**config.mk**
```make
export PLATFORM = sky130hd
export DESIGN_NAME = lfsr_rand_arbiter
export DESIGN_NICKNAME = d
export VERILOG_FILES = /design/src/rtl/fv_rand_pkg.sv /design/src/rtl/lfsr64_step_en.sv /design/src/rtl/lfsr_rand_arbiter.sv
export SDC_FILE = /design/constraint.sdc
export NUM_CORES = 1
export LEC_CHECK = 0
export ABC_AREA = 1
export ABC_CLOCK_PERIOD_IN_PS = 5000
export CORE_ASPECT_RATIO = 1.1
export CORE_UTILIZATION = 40
export CTS_BUF_LIST = sky130_fd_sc_hd__clkbuf_8 sky130_fd_sc_hd__clkbuf_16
export DETAILED_ROUTE_END_ITERATION = 10
export GPL_ROUTABILITY_DRIVEN = 0
export MAX_ROUTING_LAYER = met4
export PLACE_DENSITY = 0.67
export SLEW_MARGIN = 20
export SYNTH_ARGS = -nofsm -noshare
export SYNTH_HDL_FRONTEND = slang
export SYNTH_SLANG_ARGS = --single-unit
```
**constraint.sdc**
```tcl
create_clock -name clk -period 5 [get_ports clk]
set_input_delay 0.75 -clock clk [delete_from_list [all_inputs] [get_ports clk]]
set_output_delay 0.75 -clock clk [all_outputs]
set_load 0.05 [all_outputs]
```
**src/rtl/fv_rand_pkg.sv**
```systemverilog
// -----------------------------------------------------------------------------
// fv_rand_pkg
// Shared constants and types for the FV random-source arbiter:
//   - LFSR width and Fibonacci tap positions (x^64 + x^63 + x^61 + x^60 + 1 form)
//   - default reset seed
//   - arbiter FSM state type
//   - single-step LFSR helper, shared by the LFSR block
// -----------------------------------------------------------------------------
package fv_rand_pkg;

    localparam int LFSR_W = 64;

    localparam int TAP_A = 63;
    localparam int TAP_B = 62;
    localparam int TAP_C = 60;
    localparam int TAP_D = 59;

    localparam logic [LFSR_W-1:0] DEFAULT_SEED = 64'hFEDC_BA98_7654_3210;

    typedef enum logic [0:0] {
        ST_WARMUP,
        ST_SERVE
    } rand_state_e;

    // One Fibonacci step: shift left, feedback XOR enters at bit 0.
    function automatic logic [LFSR_W-1:0] lfsr_next(input logic [LFSR_W-1:0] v);
        return {v[LFSR_W-2:0], v[TAP_A] ^ v[TAP_B] ^ v[TAP_C] ^ v[TAP_D]};
    endfunction

endpackage

```
**src/rtl/lfsr64_step_en.sv**
```systemverilog
// -----------------------------------------------------------------------------
// lfsr64_step_en
// 64-bit Fibonacci LFSR that only advances when asked to, with a parallel load.
// Load has priority over step.
//
// Ports:
//   clk       in   1    clock
//   s_rst_n   in   1    async active-low reset (state returns to RESET_VAL)
//   step      in   1    advance the LFSR by one step this cycle
//   load      in   1    replace the state with load_val this cycle
//   load_val  in   64   value to load (caller guarantees non-zero)
//   state     out  64   current LFSR state
// -----------------------------------------------------------------------------
module lfsr64_step_en
    import fv_rand_pkg::*;
#(
    parameter logic [LFSR_W-1:0] RESET_VAL = DEFAULT_SEED
) (
    input  logic              clk,
    input  logic              s_rst_n,
    input  logic              step,
    input  logic              load,
    input  logic [LFSR_W-1:0] load_val,
    output logic [LFSR_W-1:0] state
);

    logic [LFSR_W-1:0] state_reg;

    always_ff @(posedge clk or negedge s_rst_n) begin
        if (!s_rst_n) begin
            state_reg <= RESET_VAL;
        end else if (load) begin
            state_reg <= load_val;
        end else if (step) begin
            state_reg <= lfsr_next(state_reg);
        end
    end

    assign state = state_reg;

endmodule

```
**src/rtl/lfsr_rand_arbiter.sv**
```systemverilog
// -----------------------------------------------------------------------------
// lfsr_rand_arbiter
// Shares one 64-bit LFSR between NUM_REQ consumers with round-robin arbitration.
// Each grant hands out exactly one word and advances the LFSR once, so the word
// sequence depends only on the seed. After reset or a reseed the LFSR is run
// WARMUP_STEPS times with no grants to discard the early, low-entropy states.
//
// Ports:
//   clk        in   1        clock
//   s_rst_n    in   1        async active-low reset
//   req        in   NUM_REQ  level request; held high = wants another word
//   seed_load  in   1        pulse: load seed_val (or SEED if zero), restart warm-up
//   seed_val   in   64       new seed, sampled with seed_load
//   gnt        out  NUM_REQ  registered one-hot grant, rand_data valid with it
//   rand_data  out  64       registered word belonging to the grant
//   busy       out  1        high while warming up (no grants possible)
// -----------------------------------------------------------------------------
module lfsr_rand_arbiter
    import fv_rand_pkg::*;
#(
    parameter int                NUM_REQ      = 4,
    parameter logic [LFSR_W-1:0] SEED         = DEFAULT_SEED,
    parameter int                WARMUP_STEPS = 16
) (
    input  logic               clk,
    input  logic               s_rst_n,
    input  logic [NUM_REQ-1:0] req,
    input  logic               seed_load,
    input  logic [LFSR_W-1:0]  seed_val,
    output logic [NUM_REQ-1:0] gnt,
    output logic [LFSR_W-1:0]  rand_data,
    output logic               busy
);

    localparam int                PTR_W     = (NUM_REQ > 1) ? $clog2(NUM_REQ) : 1;
    localparam logic [PTR_W-1:0]  LAST_IDX  = PTR_W'(NUM_REQ - 1);
    localparam logic [PTR_W:0]    NUM_EXT   = (PTR_W + 1)'(NUM_REQ);
    localparam logic [7:0]        WARM_INIT = 8'(WARMUP_STEPS);

    rand_state_e        state_reg;
    logic [7:0]         warm_cnt_reg;
    logic [PTR_W-1:0]   rr_ptr_reg;
    logic [NUM_REQ-1:0] gnt_reg;
    logic [LFSR_W-1:0]  rand_data_reg;
    logic               busy_reg;

    logic [LFSR_W-1:0]  lfsr_state;
    logic [LFSR_W-1:0]  lfsr_load_val;
    logic               lfsr_step;

    logic [PTR_W:0]     idx_ext;
    logic [PTR_W-1:0]   winner_next;
    logic               req_hit;
    logic               grant_fire;
    logic [NUM_REQ-1:0] gnt_next;
    logic [PTR_W-1:0]   rr_ptr_next;

    // -------------------------------------------------------------------------
    // Round-robin search: first asserted request at rr_ptr, rr_ptr+1, ... mod N.
    // -------------------------------------------------------------------------
    always_comb begin
        req_hit     = 1'b0;
        winner_next = '0;
        idx_ext     = '0;
        for (int k = 0; k < NUM_REQ; k++) begin
            idx_ext = {1'b0, rr_ptr_reg} + (PTR_W + 1)'(k);
            if (idx_ext >= NUM_EXT) begin
                idx_ext = idx_ext - NUM_EXT;
            end
            if (!req_hit && req[idx_ext[PTR_W-1:0]]) begin
                req_hit     = 1'b1;
                winner_next = idx_ext[PTR_W-1:0];
            end
        end
    end

    // A reseed in the same cycle suppresses the grant so no word from the old
    // seed leaks out after the consumer asked for a fresh sequence.
    assign grant_fire  = (state_reg == ST_SERVE) && req_hit && !seed_load;
    assign rr_ptr_next = (winner_next == LAST_IDX) ? '0 : winner_next + 1'b1;

    generate
        for (genvar gi = 0; gi < NUM_REQ; gi++) begin : g_onehot
            assign gnt_next[gi] = grant_fire && (winner_next == PTR_W'(gi));
        end
    endgenerate

    // -------------------------------------------------------------------------
    // LFSR: steps during warm-up (while steps remain) and once per grant.
    // An all-zero seed would lock the LFSR, so it is replaced by SEED.
    // -------------------------------------------------------------------------
    assign lfsr_load_val = (seed_val == '0) ? SEED : seed_val;
    assign lfsr_step     = !seed_load &&
                           (((state_reg == ST_WARMUP) && (warm_cnt_reg != 8'd0)) || grant_fire);

    lfsr64_step_en #(
        .RESET_VAL (SEED)
    ) u_lfsr (
        .clk      (clk),
        .s_rst_n  (s_rst_n),
        .step     (lfsr_step),
        .load     (seed_load),
        .load_val (lfsr_load_val),
        .state    (lfsr_state)
    );

    // -------------------------------------------------------------------------
    // Control FSM with registered outputs.
    // -------------------------------------------------------------------------
    always_ff @(posedge clk or negedge s_rst_n) begin
        if (!s_rst_n) begin
            state_reg     <= ST_WARMUP;
            warm_cnt_reg  <= WARM_INIT;
            rr_ptr_reg    <= '0;
            gnt_reg       <= '0;
            rand_data_reg <= '0;
            busy_reg      <= 1'b1;
        end else begin
            // gnt_next is already zero outside SERVE and on a reseed cycle.
            gnt_reg <= gnt_next;
            if (seed_load) begin
                state_reg    <= ST_WARMUP;
                warm_cnt_reg <= WARM_INIT;
                busy_reg     <= 1'b1;
            end else begin
                case (state_reg)
                    ST_WARMUP: begin
                        if (warm_cnt_reg != 8'd0) begin
                            warm_cnt_reg <= warm_cnt_reg - 8'd1;
                        end
                        // Leave on the cycle that performs the last step, or
                        // immediately when no warm-up steps were configured.
                        if (warm_cnt_reg <= 8'd1) begin
                            state_reg <= ST_SERVE;
                            busy_reg  <= 1'b0;
                        end
                    end
                    ST_SERVE: begin
                        if (grant_fire) begin
                            rand_data_reg <= lfsr_state;
                            rr_ptr_reg    <= rr_ptr_next;
                        end
                    end
                endcase
            end
        end
    end

    assign gnt       = gnt_reg;
    assign rand_data = rand_data_reg;
    assign busy      = busy_reg;

endmodule

```
==> results, run 1 <==
- The run finished with clean final reports.
- STA classifies the critical path endpoint as a register.
- The worst path uses 65.8% of the clock period.
- Internal power comes to 3380 uW.
- Once the clock tree was built, the setup fixing pass inserted 0 buffers.
- After clock tree synthesis, the repair step resized 0 gates.
- The net count after synthesis is 1019.
- The clock arrives with 10.3 ps of skew.
- The type of the worst setup path is input pin to register.
- The worst setup path is launched from an input pin.
- The number of distinct library cell variants in the gate-level netlist after synthesis is 29.
- Buffers placed on the I/O ports in this run total 139.
- The total clock buffers created by CTS is 17.
- Setup violations remaining at the end of the flow were counted as 0.
- The remaining number of nets flagged by the antenna check after routing is 0.
- The violation count after the first detailed-route iteration is 567.
- The clock-pin slew on the worst setup and hold paths is 60 ps.
- The switching power is 2560 uW.
- The die is 130 um wide.
- The total power after layout is 5940 uW.
- The clock period minus worst slack is 3290 ps.
- The count of cells in the finished layout, fillers not included, comes to 1298.
- The floorplan core area is 17300 um^2.
- At the worst endpoint, the required time is 5360 ps.
- Relative to the synthesized area, the layout overhead comes to 28.5%.
- The placed wire-length estimate after detailed placement is 11500 um.
- The first-pass iteration count of the detailed router is 5.
- After synthesis the netlist holds a flip-flop and latch count of 144.
- The clock net sink count is 144.
- The cell at the root of the clock tree is sky130_fd_sc_hd__clkbuf_16.
- For the pin with the worst max-slew slack, the measured transition is 1030 ps.
- Entering global routing, the biggest net connects 119 pins.
- The initial antenna violation count is 0.
- The routed layout has 6416 vias.
- The via count of the first global-routing pass is 6084.
- The initial cell density of the core is 41.5%.
- The gate count after technology mapping is 941.
- The normalized max-slew margin is 30.8%.
- The proportion of power drawn by the clock network is 22.0%.
- The switching portion of total power is 43.1%.
- After detailed routing, the average wire length per cell comes to 14.3 um.
- The total global routing overflow is 0.
- The number of warnings printed during yosys synthesis is 0.
- The first-pass GRT wire length is 30200 um.
- The worst-case IR drop observed on VDD is 0.280 mV.
- The number of hold buffers added after cts is 0.
- The number of inserted diodes is 0.
- In this run the core area contains 50 standard-cell rows.
- The final total negative setup slack is 0 ps.
- The part of the power in registers is 34.5%.
- In this run the worst path has a maximum fanout of 64.
- The level count of the clock H-tree is 4.
- The sequential cell area fraction in the yosys report is 50.9%.
- Dividing total power by cell area gives a power density of 645 nW/um^2.
- The number of I/O pins is 140.
- The highest clock rate is 304 MHz.
- Including well taps, the total number of placed cells is 1266.
- The clock latency on the worst-skew pair is 420 ps.
- At the end of the flow, the number of nets in the layout was 1129.
- The total count of max-transition violations in the final report is 0.
- After synthesis the cells add up to 7160 um^2.
- The type of the most critical hold path is register to register.
- The share of post-route cells with drive strength above 1 is 7.89%.
- Measured on the finished design, the core utilization comes to 53.3%.
- The signal arrival time at the worst endpoint is 3650 ps.
- The number of inserted filler cells in the final layout is 1688.
- The height of the chip is 142 um.
- Each instance of the synthesized netlist takes up on average 7.61 um^2.
- The number of failing hold endpoints at the final stage came to 0.
- The logic gate share of total power is 43.5%.
- Setup repair after global routing left no endpoint under its margin.
- The overall die area is 18400 um^2.
- The CTS tree is yes.
- The analysis attributes to cell leakage a power of 0.00447 uW.
- Global routing consumed, over all layers together, 21.7% of the routing resources.
- Using the TritonRoute via totals, the vias-per-cell ratio works out to 4.94.
- Counting along the longest clock path gives a buffer depth of 2.
- Wires add up to 18500 um.
- In the routed design, unresolved DRC markers number 0.
- Max-cap violations in this run came to 0.
[critical path, stage by stage]
cell and delay [ps]:
sky130_fd_sc_hd__clkdlybuf4s50_1 480, sky130_fd_sc_hd__inv_1 40, sky130_fd_sc_hd__nand2_1 70, sky130_fd_sc_hd__nand2_1 60, sky130_fd_sc_hd__o21ai_1 210, sky130_fd_sc_hd__inv_2 90
sky130_fd_sc_hd__nand3_4 80, sky130_fd_sc_hd__buf_4 410, sky130_fd_sc_hd__nand2_4 430, sky130_fd_sc_hd__nand2_2 150, sky130_fd_sc_hd__buf_4 580, sky130_fd_sc_hd__nand2_1 130
sky130_fd_sc_hd__nand2_1 90
[cell usage after synthesis]
master	count	area, um^2
sky130_fd_sc_hd__buf_4	8	60.1
sky130_fd_sc_hd__nand3_1	111	556
sky130_fd_sc_hd__nand2_2	2	12.5
sky130_fd_sc_hd__buf_1	1	3.75
sky130_fd_sc_hd__nand3_4	1	17.5
sky130_fd_sc_hd__dfrtp_1	110	2750
sky130_fd_sc_hd__nor2_1	121	454
sky130_fd_sc_hd__nand2_4	1	11.3
sky130_fd_sc_hd__clkbuf_1	30	113
sky130_fd_sc_hd__nor3b_1	1	7.51
sky130_fd_sc_hd__nand2_1	321	1200
sky130_fd_sc_hd__a21oi_1	35	175
sky130_fd_sc_hd__ha_1	7	87.6
sky130_fd_sc_hd__o21ai_1	34	170
sky130_fd_sc_hd__xnor2_1	2	17.5
sky130_fd_sc_hd__xor2_1	1	8.76
sky130_fd_sc_hd__nor3_1	1	5.00
sky130_fd_sc_hd__buf_6	10	113
sky130_fd_sc_hd__nor2_4	1	11.3
sky130_fd_sc_hd__nand3b_1	1	7.51
sky130_fd_sc_hd__nand4_1	4	25.0
sky130_fd_sc_hd__o2111ai_1	1	8.76
sky130_fd_sc_hd__o31ai_1	1	7.51
sky130_fd_sc_hd__o22ai_1	2	12.5
sky130_fd_sc_hd__dfstp_2	34	893
sky130_fd_sc_hd__buf_2	7	35.0
sky130_fd_sc_hd__inv_1	54	203
sky130_fd_sc_hd__inv_2	4	15.0
sky130_fd_sc_hd__o21ai_0	35	175
[final timing paths]
| kind | start | endpoint | slack (ps) | cells past startpoint |
|---|---|---|---|---|
| worst max-delay path | req[1] | u_lfsr.state[17] | 1710 | 13 |
| worst min-delay path | rand_data[56] | rand_data[56] | 470 | 2 |
| worst max register to register | rr_ptr_reg[0] | u_lfsr.state[17] | 1920 | 12 |
| worst min register to register | rand_data[56] | rand_data[56] | 470 | 2 |
| max in group asynchronous | s_rst_n | u_lfsr.state[50] | 3510 | 2 |
| min in group asynchronous | s_rst_n | rand_data[14] | 480 | 1 |
[routing by layer]
layer  share of wire (%)  up-vias  GRT usage, %  wire, um
met3                 4.2       23          3.91       773
met2                  49      150          34.2      9090
li1                    -     3203             -         -
met5                   0        -             -         0
met4                 1.3        0          6.67       240
met1                  45     3040          28.4      8420
[power by group through the flow]
stage                     Sequential, uW  Clock [uW]  Combinational (uW)
final                               2050        1300                2580
after global routing                2120        1380                2830
after CTS                           2050        1320                2610
after detailed placement            2060           0                2590
after global placement              2060           0                2560
after floorplan                     2760           0                1070
[through the flow]
stage / setup WS, ps / hold slack (ps) / area (um^2)
6_report: 1710 / 466 / 9210
3_3_place_gp: 1370 / 458 / 8600
2_1_floorplan: 2940 / 454 / 7160
5_1_grt: 1470 / 488 / 9210
3_5_place_dp: 1300 / 458 / 8600
4_1_cts: 1730 / 473 / 9210
[cells by family after synthesis]
family                   share of synthesized area, %
flip-flops                                       50.9
AND/OR/NAND/NOR                                  32.3
adder cells (fa/ha/maj)                          1.22
AO/OA/AOI/OAI                                    7.67
XOR/XNOR                                        0.367
buffers and inverters                            7.56
[layout make-up]
cell class,instances,area [um^2],area share (%)
Clock inverter,12,141,1.54
Sequential cell,144,3650,39.6
Inverter,58,218,2.36
Tap cell,234,293,3.18
Multi-Input combinational cell,683,2980,32.3
Clock buffer,20,467,5.07
Timing Repair Buffer,147,1470,15.9
[cell usage in the layout, fill, tap and decap left out]
master | synthesis | layout
sky130_fd_sc_hd__inv_1 | 54 | 56
sky130_fd_sc_hd__nor2_1 | 121 | 121
sky130_fd_sc_hd__xnor2_1 | 2 | 2
sky130_fd_sc_hd__nand3b_1 | 1 | 1
sky130_fd_sc_hd__o2111ai_1 | 1 | 1
sky130_fd_sc_hd__clkinv_2 | 0 | 4
sky130_fd_sc_hd__o21ai_1 | 34 | 34
sky130_fd_sc_hd__clkdlybuf4s50_1 | 0 | 137
sky130_fd_sc_hd__xor2_1 | 1 | 1
sky130_fd_sc_hd__nor3b_1 | 1 | 1
sky130_fd_sc_hd__clkbuf_8 | 0 | 4
sky130_fd_sc_hd__clkinv_4 | 0 | 1
sky130_fd_sc_hd__bufinv_16 | 0 | 3
sky130_fd_sc_hd__nand3_1 | 111 | 111
sky130_fd_sc_hd__nand2_2 | 2 | 3
sky130_fd_sc_hd__o21ai_0 | 35 | 35
sky130_fd_sc_hd__dfrtp_1 | 110 | 110
sky130_fd_sc_hd__dfstp_2 | 34 | 34
sky130_fd_sc_hd__buf_12 | 0 | 1
sky130_fd_sc_hd__nor3_1 | 1 | 1
sky130_fd_sc_hd__nand2_4 | 1 | 1
sky130_fd_sc_hd__a21oi_1 | 35 | 35
sky130_fd_sc_hd__inv_2 | 4 | 4
sky130_fd_sc_hd__nand3_4 | 1 | 1
sky130_fd_sc_hd__nand4_1 | 4 | 4
sky130_fd_sc_hd__clkbuf_16 | 0 | 17
sky130_fd_sc_hd__o22ai_1 | 2 | 2
sky130_fd_sc_hd__nor2_4 | 1 | 1
sky130_fd_sc_hd__ha_1 | 7 | 7
sky130_fd_sc_hd__clkinvlp_4 | 0 | 2
sky130_fd_sc_hd__buf_4 | 8 | 8
sky130_fd_sc_hd__nand2_1 | 321 | 320
sky130_fd_sc_hd__o31ai_1 | 1 | 1
(Power assumes the default switching activity.)
==> inputs of run 2 (changes only) <==
ABC_CLOCK_PERIOD_IN_PS = 3200   (was 5000)
clock period = 3.2 ns   (was 5 ns; I/O delays follow)
==> results, run 2 (same netlist as run 1, synthesis figures left out) <==
- The number of buffers and inverters on the critical path is 2 (-3).
- The power density relative to cell area is 991 nW/um^2 (+54%).
- In the layout the commonest cells are 320 x sky130_fd_sc_hd__nand2_1, 137 x sky130_fd_sc_hd__clkdlybuf4s50_1, 121 x sky130_fd_sc_hd__nor2_1.
- The normalized max-slew margin came to 38.4% (+7.6 points).
- The number of I/O port buffers is 139 (unchanged).
- The number of core rows was 50 (unchanged).
- The area growth from synthesis to final layout is 29.1%.
- The maximum root-to-sink buffer count came to 2 (unchanged).
- The setup skew after layout is 7.01 ps (-3.31 ps).
- The routed via count divided by cell count is 4.88 (-1.4%).
- The max-capacitance violation count is 0 (unchanged).
- The total track usage is 21.6% (-0.12 points).
- The total count of max-transition violations in the final report came to 0 (unchanged).
- The buffer count from post-CTS setup fixing came to 0 (unchanged).
- The highest cell delay on the worst timing path is 530 ps (-50 ps).
- The final net count is 1135 (+0.53%).
- The CTS tree is yes.
- The largest individual stage delay along the critical path comes from the cell sky130_fd_sc_hd__dfrtp_1.
- The number of failing hold endpoints at the final stage is 0 (unchanged).
- The pin count of the biggest net entering global routing came to 166 (+39%).
- The level count of the clock H-tree is 4 (unchanged).
- The violation count after the first detailed-route iteration is 395 (-30%).
- The placed wire-length estimate after detailed placement is 11800 um (+2.1%).
- The most numerous cell type found on the critical path is sky130_fd_sc_hd__nand2_1.
- The overall die area is 18400 um^2 (unchanged).
- The via count of the first global-routing pass is 6015 (-1.1%).
- The type of the most critical hold path is input pin to async pin.
- The cell at the root of the clock tree is sky130_fd_sc_hd__clkbuf_16.
- The total global routing overflow was 0 (unchanged).
- The first-pass GRT wire length is 30200 um (-0.25%).
- The post-cts gate resize count is 0 (unchanged).
- The transition time at the pin with the least slew margin is 924 ps (-110 ps).
- The number of inserted filler cells in the final layout came to 1701 (+0.77%).
- The run finished with clean final reports.
- The total clock buffers created by CTS is 17 (unchanged).
- The floorplan core area was 17300 um^2 (unchanged).
- The initial antenna violation count is 0 (unchanged).
- The worst setup path is captured at a register.
- The clock net sink count is 144 (unchanged).
- The per-cell routed wire length is 14.0 um (-1.6%).
- The remaining number of nets flagged by the antenna check after routing is 0 (unchanged).
- The total via count in the routed design is 6357 (-0.92%).
- The share of post-route cells with drive strength above 1 is 8.60% (+0.70 points).
- The clock-pin slew on the worst setup and hold paths came to 60 ps (about the same).
- The category of cells accounting for the largest share of critical-path delay is simple AND/OR/NAND/NOR gates.
- The number of I/O pins is 140 (unchanged).
- The maximum VDD drop is 0.467 mV (+67%).
- Walking the worst path, the cells encountered are inv_2 -> nand2_1 -> nand2_2 -> nand2_1 -> nand2_1 -> nor2_4 -> nand3_4 -> nand2_4 -> buf_12 -> nand3_1 -> nand2_1.
- The initial cell density of the core came to 41.5% (unchanged).
- Setup repair after global routing left no endpoint under its margin.
- The post-route worst setup slack was 714 ps (-997 ps).
- The largest fanout of any net on the critical path is 165 (+160%).
- The most common cell after layout, fill and taps aside is sky130_fd_sc_hd__nand2_1.
- The post-placement setup slack came to 499 ps (-805 ps).
- The worst setup path is of the register to register kind.
- The signal arrival time at the worst endpoint is 2840 ps (-810 ps).
- The static power due to leakage came to 0.00448 uW (+0.26%).
- The category of the worst setup path launch point is a register.
- The number of failing setup endpoints in the final timing report is 0 (unchanged).
- The highest clock rate is 402 MHz.
- The final total negative setup slack is 0 ps (unchanged).
- After layout, the worst path uses 77.7% of the clock period.
- The number of inserted diodes is 0 (unchanged).
- The routed wire length is 18300 um (-1.1%).
- The first-pass iteration count of the detailed router is 4 (-1).
- The height of the chip is 142 um (unchanged).
- The data required time of the worst path was 3550 ps (-1810 ps).
- The clock latency on the worst-skew pair came to 420 ps (about the same).
- The number of DRC violations after detailed routing is 0 (unchanged).
- The routed design could run at a clock period as short as 2490 ps.
- The number of hold buffers added after cts is 0 (unchanged).
- The die extent in x came to 130 um (unchanged).
==> run 2: cell count changes in the layout (fill, tap and decap cells not counted), sizes merged <==
cell and delta:
clkbuf -2, buf +7, inv -2, bufinv -2, clkinvlp +2, clkinv +3
==> run 2: area by class of cell <==
type	count	area, um^2	area share, %
clock inverter	13	115	1.24
clock buffer	19	453	4.90
tap	234	293	3.17
timing repair buffer	153	1550	16.7
sequential	144	3650	39.4
inverter	58	218	2.35
multi-input combinational	683	2980	32.2
==> run 2: final timing paths <==
kind / start / to / slack (ps) / cells after the start
setup / recovery: rr_ptr_reg[0] / u_lfsr.state[45] / 710 / 11
hold / removal: s_rst_n / rand_data[14] / 30 / 1
setup reg to reg: rr_ptr_reg[0] / u_lfsr.state[45] / 710 / 11
hold reg to reg: rand_data[58] / rand_data[58] / 470 / 2
max in group asynchronous: s_rst_n / u_lfsr.state[57] / 2330 / 2
min in group clk: rand_data[58] / rand_data[58] / 470 / 2
==> run 2: stage by stage <==
stage                     hold WS (ps)  cells  instance area, um^2  power [uW]  utilization, %
after detailed placement           460   1272                 8680        7320            50.3
after global placement             457   1272                 8680        7260            50.3
after floorplan                    184    941                 7160        5990               -
after global routing              62.9   1304                 9250        9780            53.6
final                             31.3   1304                 9250        9160            53.6
after CTS                         57.1   1304                 9250        9240            53.6
==> run 2: routing by layer <==
metal / track usage, % / share of wire [%] / wire length [um] / vias to the layer above
met5: - / 0 / 0 / -
met4: 6.36 / 1.3 / 229 / 0
met3: 3.83 / 4.1 / 758 / 19
met2: 34.5 / 48 / 8800 / 157
met1: 28.0 / 47 / 8520 / 2968
li1: - / - / - / 3213
==> run 2: where the power goes <==
group | internal, uW | switching, uW
combinational | 1340 | 2730
clock | 1110 | 782
sequential | 2700 | 510
total | 5140 | 4020
